<file path="src/rtl/sipo_deserializer_if.sv">
// Serial receive bus for sipo_deserializer: serial input side, parallel ready/valid
// output side and the sticky overflow flag with its clear.
interface sipo_deserializer_if #(
    parameter int unsigned DATA_WIDTH = 16
);
    logic                  din;
    logic                  din_en;
    logic                  sof;
    logic [DATA_WIDTH-1:0] dout;
    logic                  dout_valid;
    logic                  dout_ready;
    logic                  overflow;
    logic                  ovf_clr;

    // Driver/consumer side: feeds serial bits, accepts words, clears overflow.
    modport master (
        output din, din_en, sof, dout_ready, ovf_clr,
        input  dout, dout_valid, overflow
    );

    // Deserializer side.
    modport slave (
        input  din, din_en, sof, dout_ready, ovf_clr,
        output dout, dout_valid, overflow
    );
endinterface

</file>
<file path="src/rtl/sipo_deserializer.sv">
// Serial-in parallel-out deserializer, LSB first (first bit received lands in dout[0]).
// Frames are realigned by sof, completed words are offered on a registered ready/valid
// output, and a word that completes while the previous one is still unconsumed is
// dropped and flagged on the sticky overflow output.
module sipo_deserializer #(
    parameter int unsigned DATA_WIDTH = 16
) (
    input  logic                clk,
    input  logic                resetn,
    sipo_deserializer_if.slave  bus
);
    localparam int unsigned CntW = (DATA_WIDTH > 2) ? $clog2(DATA_WIDTH) : 1;
    localparam logic [CntW-1:0] LastCnt = CntW'(DATA_WIDTH - 1);

    logic [DATA_WIDTH-1:0] shift_q, shift_d;
    logic [CntW-1:0]       bit_cnt_q, bit_cnt_d;
    logic [DATA_WIDTH-1:0] dout_q, dout_d;
    logic                  dout_valid_q, dout_valid_d;
    logic                  overflow_q, overflow_d;

    logic [DATA_WIDTH-1:0] word;
    logic                  xfer;
    logic                  complete;

    // Next-state: shifting, bit counting/framing, output handshake and overflow.
    always_comb begin
        shift_d      = shift_q;
        bit_cnt_d    = bit_cnt_q;
        dout_d       = dout_q;
        dout_valid_d = dout_valid_q;
        overflow_d   = overflow_q;

        word     = {bus.din, shift_q[DATA_WIDTH-1:1]};
        xfer     = dout_valid_q & bus.dout_ready;
        // sof starts a fresh frame, so it can never finish the pending one.
        complete = bus.din_en & ~bus.sof & (bit_cnt_q == LastCnt);

        if (bus.din_en) begin
            shift_d = word;
        end

        // Stale shift bits need no clearing on sof: a full frame overwrites all of them.
        if (bus.sof) begin
            bit_cnt_d = bus.din_en ? CntW'(1) : '0;
        end else if (bus.din_en) begin
            bit_cnt_d = complete ? '0 : bit_cnt_q + CntW'(1);
        end

        if (xfer) begin
            dout_valid_d = 1'b0;
        end

        if (bus.ovf_clr) begin
            overflow_d = 1'b0;
        end

        if (complete) begin
            if (!dout_valid_q || bus.dout_ready) begin
                dout_d       = word;
                dout_valid_d = 1'b1;
            end else begin
                // Old word is still unconsumed: keep it, drop the new one. Set beats clear.
                overflow_d = 1'b1;
            end
        end
    end

    // State registers with asynchronous active-low reset.
    always_ff @(posedge clk or negedge resetn) begin
        if (!resetn) begin
            shift_q      <= '0;
            bit_cnt_q    <= '0;
            dout_q       <= '0;
            dout_valid_q <= 1'b0;
            overflow_q   <= 1'b0;
        end else begin
            shift_q      <= shift_d;
            bit_cnt_q    <= bit_cnt_d;
            dout_q       <= dout_d;
            dout_valid_q <= dout_valid_d;
            overflow_q   <= overflow_d;
        end
    end

    assign bus.dout       = dout_q;
    assign bus.dout_valid = dout_valid_q;
    assign bus.overflow   = overflow_q;
endmodule
</file>
<file path="src/flat_wrapper.sv">
// flat-port wrapper written by rule: the top's interface ports become plain ports
module sipo_deserializer_flat 
#(
    parameter int unsigned DATA_WIDTH = 16
)
  (clk, resetn, bus_din, bus_din_en, bus_sof, bus_dout_ready, bus_ovf_clr, bus_dout, bus_dout_valid, bus_overflow);
  sipo_deserializer_if #(.DATA_WIDTH(DATA_WIDTH)) bus_i ();
  input  logic clk;
  input  logic resetn;
  input wire logic [$bits(bus_i.din)-1:0] bus_din;
  input wire logic [$bits(bus_i.din_en)-1:0] bus_din_en;
  input wire logic [$bits(bus_i.sof)-1:0] bus_sof;
  input wire logic [$bits(bus_i.dout_ready)-1:0] bus_dout_ready;
  input wire logic [$bits(bus_i.ovf_clr)-1:0] bus_ovf_clr;
  output wire logic [$bits(bus_i.dout)-1:0] bus_dout;
  output wire logic [$bits(bus_i.dout_valid)-1:0] bus_dout_valid;
  output wire logic [$bits(bus_i.overflow)-1:0] bus_overflow;
  assign bus_i.din = bus_din;
  assign bus_i.din_en = bus_din_en;
  assign bus_i.sof = bus_sof;
  assign bus_i.dout_ready = bus_dout_ready;
  assign bus_i.ovf_clr = bus_ovf_clr;
  assign bus_dout = bus_i.dout;
  assign bus_dout_valid = bus_i.dout_valid;
  assign bus_overflow = bus_i.overflow;
  sipo_deserializer #(.DATA_WIDTH(DATA_WIDTH)) u_core (.clk(clk), .resetn(resetn), .bus(bus_i));
endmodule
</file>
<file path="config.mk">
export PLATFORM = sky130hd
export DESIGN_NAME = sipo_deserializer_flat
export DESIGN_NICKNAME = d
export VERILOG_FILES = /design/src/rtl/sipo_deserializer_if.sv /design/src/rtl/sipo_deserializer.sv /design/src/flat_wrapper.sv
export SDC_FILE = /design/constraint.sdc
export NUM_CORES = 1
export LEC_CHECK = 0
export ABC_AREA = 0
export ABC_CLOCK_PERIOD_IN_PS = 2600
export BUFFER_PORTS_ARGS = -buffer_cell sky130_fd_sc_hd__buf_2
export CAP_MARGIN = 25
export CELL_PAD_IN_SITES_DETAIL_PLACEMENT = 1
export CELL_PAD_IN_SITES_GLOBAL_PLACEMENT = 1
export CORE_MARGIN = 2
export CORE_UTILIZATION = 45
export DETAILED_ROUTE_END_ITERATION = 7
export GPL_ROUTABILITY_DRIVEN = 0
export HOLD_SLACK_MARGIN = 0.08
export PLACE_DENSITY_LB_ADDON = 0.1
export SLEW_MARGIN = 15
export SYNTH_ARGS = -nofsm -noshare
export SYNTH_HDL_FRONTEND = slang
export SYNTH_SLANG_ARGS = --single-unit
</file>
<file path="constraint.sdc">
create_clock -name clk -period 2.6 [get_ports clk]
set_input_delay 0.13 -clock clk [delete_from_list [all_inputs] [get_ports clk]]
set_output_delay 0.13 -clock clk [all_outputs]
set_load 0.03 [all_outputs]
</file>
==> flow_metrics.py, run 1 <==
metrics = {
    "grt": {
        "overflow": 0,
        "grt_pass1_vias": 885,
        "grt_usage": 0.161,
        "grt_max_degree": 38,
        "grt_first_pass_wirelength_um": 4270,
        "antenna_found_initial": 0,
    },
    "critical_path": {
        "cp.required_ps": 2830,
        "worst-path-buf-inv": 1,
        "critPathKind": "flop to flop",
        "crit_chain": "ha_1, nand2_1, or4b_1, buf_4, mux2_4",
        "max_stage_delay_ps": 500,
        "critPathLaunchType": "flop",
        "cp_max_fo": 8,
        "crit_family": "simple AND/OR/NAND/NOR gates",
        "cp_slowest_cell": "or4b_1",
        "crit_arrival_ps": 2040,
        "endpoint_kind": "flop",
    },
    "final_layout": {
        "layout.cells.non_filler": 173,
        "antenna_cells": 0,
        "area_growth_pct": 16.2,
        "finish.utilization": 0.561,
        "fillCellCount": 332,
        "fin_area_um2": 1740,
        "final_nets": 136,
        "drive_gt1_frac": 0.512,
    },
    "sta": {
        "worstMarginPinSlew_ps": 778,
        "fin_crit_ps": 1810,
        "layout_setup_ws_ps": 786,
        "fin_crit_sh": 0.698,
        "holdWs_ps": 104,
        "setup_violations": 0,
        "finalClockSkew_ps": 4.29,
        "fmax_mhz": 551,
        "rsz0062_at_grt": "false",
        "setup_tns_ps": 0,
        "final-hold-violation-count": 0,
        "relSlewSlack": 0.481,
        "slew_violations": 0,
    },
    "cts": {
        "clock_sinks": 37,
        "numCtsBuffers": 5,
        "clockBufferDepth": 2,
        "ctsResizeCount": 0,
        "cts-root-buf": "clkbuf_4",
        "cts_tree": "built",
        "worstSkewPairLatency_ps": 340,
        "cts.htree.levels": 2,
        "clk_pin_slew_ps": 100,
    },
    "detailed_routing": {
        "wl_per_cell_um": 14.6,
        "drc": 0,
        "avgViaCountPerCell": 4.81,
        "drtIter0Drc": 41,
        "drtPass1Iterations": 4,
        "vias": 832,
        "ant_nets": 0,
        "finalWirelength_um": 2530,
    },
    "die": {
        "rows": 20,
        "dieArea_um2": 3810,
        "die_w_um": 61.7,
        "start_util": 0.483,
        "coreArea_um2": 3100,
        "io_pins": 25,
        "die_h_um": 61.7,
    },
    "placed_design": {
        "preCtsSetupSlack_ps": 801,
        "hpwl_um": 1770,
        "dpl.cell_count": 161,
        "numPortBuffers": 24,
        "place_area_um2": 1650,
    },
    "logic_synthesis": {
        "synth_edf_count": 0,
        "yosys_warnings": 0,
        "ys.flop_type": "dfrtp_1",
        "synth-seq-cells": 37,
        "yosys.cell_count.top_type": "dfrtp_1",
        "synth_cells": 94,
        "synth_area_leaders": "dfrtp_1, mux2_2, mux2_4",
        "synth-seq-area-share": 0.618,
        "avgSynthCellArea_um2": 15.9,
        "async_reset_ff_frac": 1.00,
        "synth.top_cell.area_share": 0.618,
        "netlist_area_um2": 1500,
        "synth_commonest_cells": "dfrtp_1, mux2_2, mux2_4",
        "synth_top_cell_by_area": "dfrtp_1",
        "synth.distinct_cells": 21,
        "synth_nets": 102,
    },
    "power": {
        "peakVddDrop_mv": 0.376,
        "total_power_mw": 1.16,
        "power_density_nw_per_um2": 664,
        "cellLeakagePower_nw": 0.920,
    },
    "run_status": {
        "run_status": "completed",
    },
    "worst_hold_path": {
        "hold_class": "primary input to flop",
    },
    "run": {
        "maxCapViolations": 0,
    },
}
-- where the power goes --
group | switching, mW | internal (mW)
logic | 0.0484 | 0.0877
registers | 0.0704 | 0.668
clock network | 0.179 | 0.103
total | 0.298 | 0.859
-- worst min-delay path: stages --
cell and delay, ps:
buf_2 70, nand2b_1 140, nand2_1 70
-- area by class of cell --
class	instances	area [µm²]	share of cell area
flip-flops and latches	37	926	0.532
multi-input cells	52	523	0.300
repair buffers	31	183	0.105
well taps	44	55.1	0.0316
clock buffers	6	41.3	0.0237
clock inverters	2	10.0	0.00575
inverters	1	3.75	0.00216
-- state kept, by name, indices dropped and copies added, names as in the netlist --
signal and cells:
u_core.bit_cnt_q 4, u_core.shift_q 15, u_core.bus.dout 16, u_core.bus.dout_valid 1, u_core.bus.overflow 1
-- cells by family after synthesis --
| group | synth area share |
|---|---|
| mux | 0.265 |
| compound gates | 0.0142 |
| simple gates | 0.0501 |
| fa+ha+maj | 0.00835 |
| xor+xnor | 0.0117 |
| flops | 0.618 |
| buf+inv | 0.0334 |
-- routing by layer --
metal / global-route usage / up-vias / wire [µm]
met5: 0 / - / 0
met2: 0.254 / 17 / 1290
met3: 0.0435 / 2 / 80
li1: - / 388 / -
met1: 0.203 / 425 / 1120
met4: 0.0821 / 0 / 31
-- cells in the final DEF (no fill, tap or decap), drive strengths merged --
cell type,n
mux2i,1
clkbuf,6
o22ai,1
and2,1
mux2,31
or4b,1
nand2b,2
dlygate4sd3,4
nand2,5
a21oi,2
buf,27
o21ai,1
dfrtp,37
nor2,2
ha,1
xor2,1
clkinv,2
xnor2,1
or3,2
inv,1
-- what timing repair did --
action                                 4_1_cts  5_1_grt
hold buffers                                 4        0
endpoints found under the hold margin       43        0
buffers inserted                             0        0
-- final timing paths --
kind                       cells past startpoint  slack [ps]                     to                 from
min reg2reg                                    1         520     u_core.bus.dout[5]   u_core.bus.dout[5]
max reg2reg                                    5         790     u_core.bus.dout[7]  u_core.bit_cnt_q[0]
max                                            5         790     u_core.bus.dout[7]  u_core.bit_cnt_q[0]
min                                            3         100  u_core.bus.dout_valid       bus_dout_ready
min in group asynchronous                      2         400    u_core.bus.dout[11]               resetn
max in group asynchronous                      2        1710     u_core.bus.dout[4]               resetn
(Power assumes the default switching activity.)
==> run 2: changes to the inputs <==
ABC_CLOCK_PERIOD_IN_PS = 1490   (was 2600)
CORE_UTILIZATION = 41   (was 45)
clock period = 1.49 ns   (was 2.6 ns; I/O delays follow)
==> run 2 against run 1 <==
  * The flow now finishes with violations (hold timing, setup timing)
  * Clock skew increased by 2.3 ps
  * Largest cell class unchanged
  * Global-route usage decreased by 0.24 points
  * Combinational power increased by 110%
  * Critical path depth unchanged
==> flow_metrics.py, run 2 (same netlist as run 1, synthesis figures left out) <==
metrics = {
    "critical_path": {
        "cp.required_ps": 1740,
        "critPathLaunchType": "flop",
        "crit_family": "simple AND/OR/NAND/NOR gates",
        "endpoint_kind": "flop",
        "max_stage_delay_ps": 520,
        "crit_chain": "ha_2, nand2_2, or4b_4, buf_6, mux2_4",
        "worst-path-buf-inv": 1,
        "cp_max_fo": 5,
        "cp_slowest_cell": "or4b_4",
        "critPathKind": "flop to flop",
        "crit_arrival_ps": 1950,
    },
    "detailed_routing": {
        "ant_nets": 0,
        "avgViaCountPerCell": 4.74,
        "vias": 882,
        "finalWirelength_um": 2760,
        "drtIter0Drc": 37,
        "drc": 0,
        "wl_per_cell_um": 14.8,
        "drtPass1Iterations": 4,
    },
    "final_layout": {
        "layout.cells.non_filler": 186,
        "drive_gt1_frac": 0.586,
        "largest_reg_flops": 16,
        "antenna_cells": 0,
        "final_common_cell": "dfrtp_1",
        "area_growth_pct": 25.1,
        "seqCellArea_um2": 926,
        "fillCellCount": 375,
        "final_nets": 147,
        "final_cell_mix": "dfrtp_1, buf_2, mux2_2, buf_4, mux2_4",
        "multi_input_area_um2": 532,
    },
    "grt": {
        "antenna_found_initial": 0,
        "grt_usage": 0.158,
        "grt_first_pass_wirelength_um": 4730,
        "overflow": 0,
        "grt_max_degree": 21,
        "grt_pass1_vias": 944,
    },
    "die": {
        "coreArea_um2": 3420,
        "dieArea_um2": 4160,
        "rows": 21,
        "start_util": 0.439,
        "die_w_um": 64.5,
        "die_h_um": 64.5,
        "io_pins": 25,
    },
    "cts": {
        "clk_pin_slew_ps": 110,
        "cts-hold-fix-buffers": 3,
        "numCtsBuffers": 5,
        "cts_tree": "built",
        "clock_sinks": 37,
        "clockBufferDepth": 2,
        "worstSkewPairLatency_ps": 350,
        "cts.htree.levels": 2,
        "cts-root-buf": "clkbuf_4",
    },
    "power": {
        "netSwitchingFraction": 0.254,
        "intPower_mw": 1.63,
        "seq_power_share": 0.587,
        "power_density_nw_per_um2": 1170,
        "cellLeakagePower_nw": 0.995,
        "p_clk_frac": 0.280,
        "peakVddDrop_mv": 0.856,
        "power_switching_mw": 0.554,
        "pwr-share-comb": 0.134,
    },
    "worst_hold_path": {
        "hold_class": "primary input to flop",
    },
    "run_status": {
        "run_status": "complete, but fails checks",
        "violations": "hold timing, setup timing",
    },
    "sta": {
        "fmax_mhz": 587,
        "slew_violations": 0,
        "rsz0062_at_grt": "true",
        "fin_crit_sh": 1.14,
        "final-hold-violation-count": 3,
        "holdWs_ps": -56.8,
        "relSlewSlack": 0.720,
        "layout_setup_ws_ps": -213,
        "fin_crit_ps": 1700,
        "finalClockSkew_ps": 6.59,
        "worstMarginPinSlew_ps": 420,
        "setup_violations": 16,
    },
    "placed_design": {
        "numPortBuffers": 24,
        "dpl.cell_count": 169,
        "hpwl_um": 1890,
        "preCtsSetupSlack_ps": -240,
    },
    "run": {
        "maxCapViolations": 0,
    },
}
run 2: changes by cell type in the layout (fill, tap and decap cells not counted), sizes merged:
cell | before | now
buf | 27 | 39
clkbuf | 6 | 7
clkinv | 2 | 1
dlygate4sd3 | 4 | 3
run 2: what timing repair did:
item                       CTS  global route
setup endpoints to repair   16            16
hold endpoints to repair    44             5
gates cloned                 1             0
setup buffers                2             3
gates resized for setup      5             2
run 2: layer usage:
| layer | vias to the layer above | routed length (µm) | track usage |
|---|---|---|---|
| li1 | 417 | - | - |
| met1 | 440 | 1270 | 0.199 |
| met2 | 20 | 1320 | 0.249 |
| met3 | 5 | 118 | 0.0365 |
| met4 | 0 | 43 | 0.0957 |
| met5 | - | 0 | 0 |
run 2: area by class of cell:
type	instances	share of cell area
multi-input combinational	52	0.284
sequential	37	0.494
inverter	1	0.00200
tap	46	0.0307
clock inverter	1	0.00267
clock buffer	7	0.0347
timing repair buffer	42	0.153
run 2: per-stage QoR:
step	area, µm²	hold WS, ps	total power [mW]	setup TNS [ps]	utilization
after floorplan	1500	-221	1.45	-3490	-
after global placement	1710	31.6	1.54	-2650	0.501
after detailed placement	1710	38.8	1.57	-3210	0.501
after CTS	1850	-69.7	2.20	-3050	0.541
after global routing	1880	-63.6	2.32	-3930	0.549
final	1880	-56.8	2.19	-3160	0.549
run 2: power groups by stage:
stage	registers (mW)	clock network (mW)	logic (mW)
final	1.28	0.611	0.292
after global placement	1.29	0	0.250
after detailed placement	1.31	0	0.262
after global routing	1.31	0.679	0.325
after CTS	1.29	0.634	0.281
after floorplan	1.26	0	0.183
run 2: final timing paths:
| check | start | endpoint | slack [ps] | depth (start not counted) |
|---|---|---|---|---|
| worst max register to register | u_core.bit_cnt_q[1] | u_core.bus.dout[12] | -210 | 5 |
| worst min-delay path | bus_sof | u_core.bit_cnt_q[3] | -60 | 2 |
| max in group asynchronous | resetn | u_core.bus.dout[15] | 870 | 3 |
| worst max-delay path | u_core.bit_cnt_q[1] | u_core.bus.dout[12] | -210 | 5 |
| worst min register to register | u_core.bus.dout[3] | u_core.bus.dout[3] | 510 | 1 |
| min in group asynchronous | resetn | u_core.bus.dout[10] | 170 | 2 |
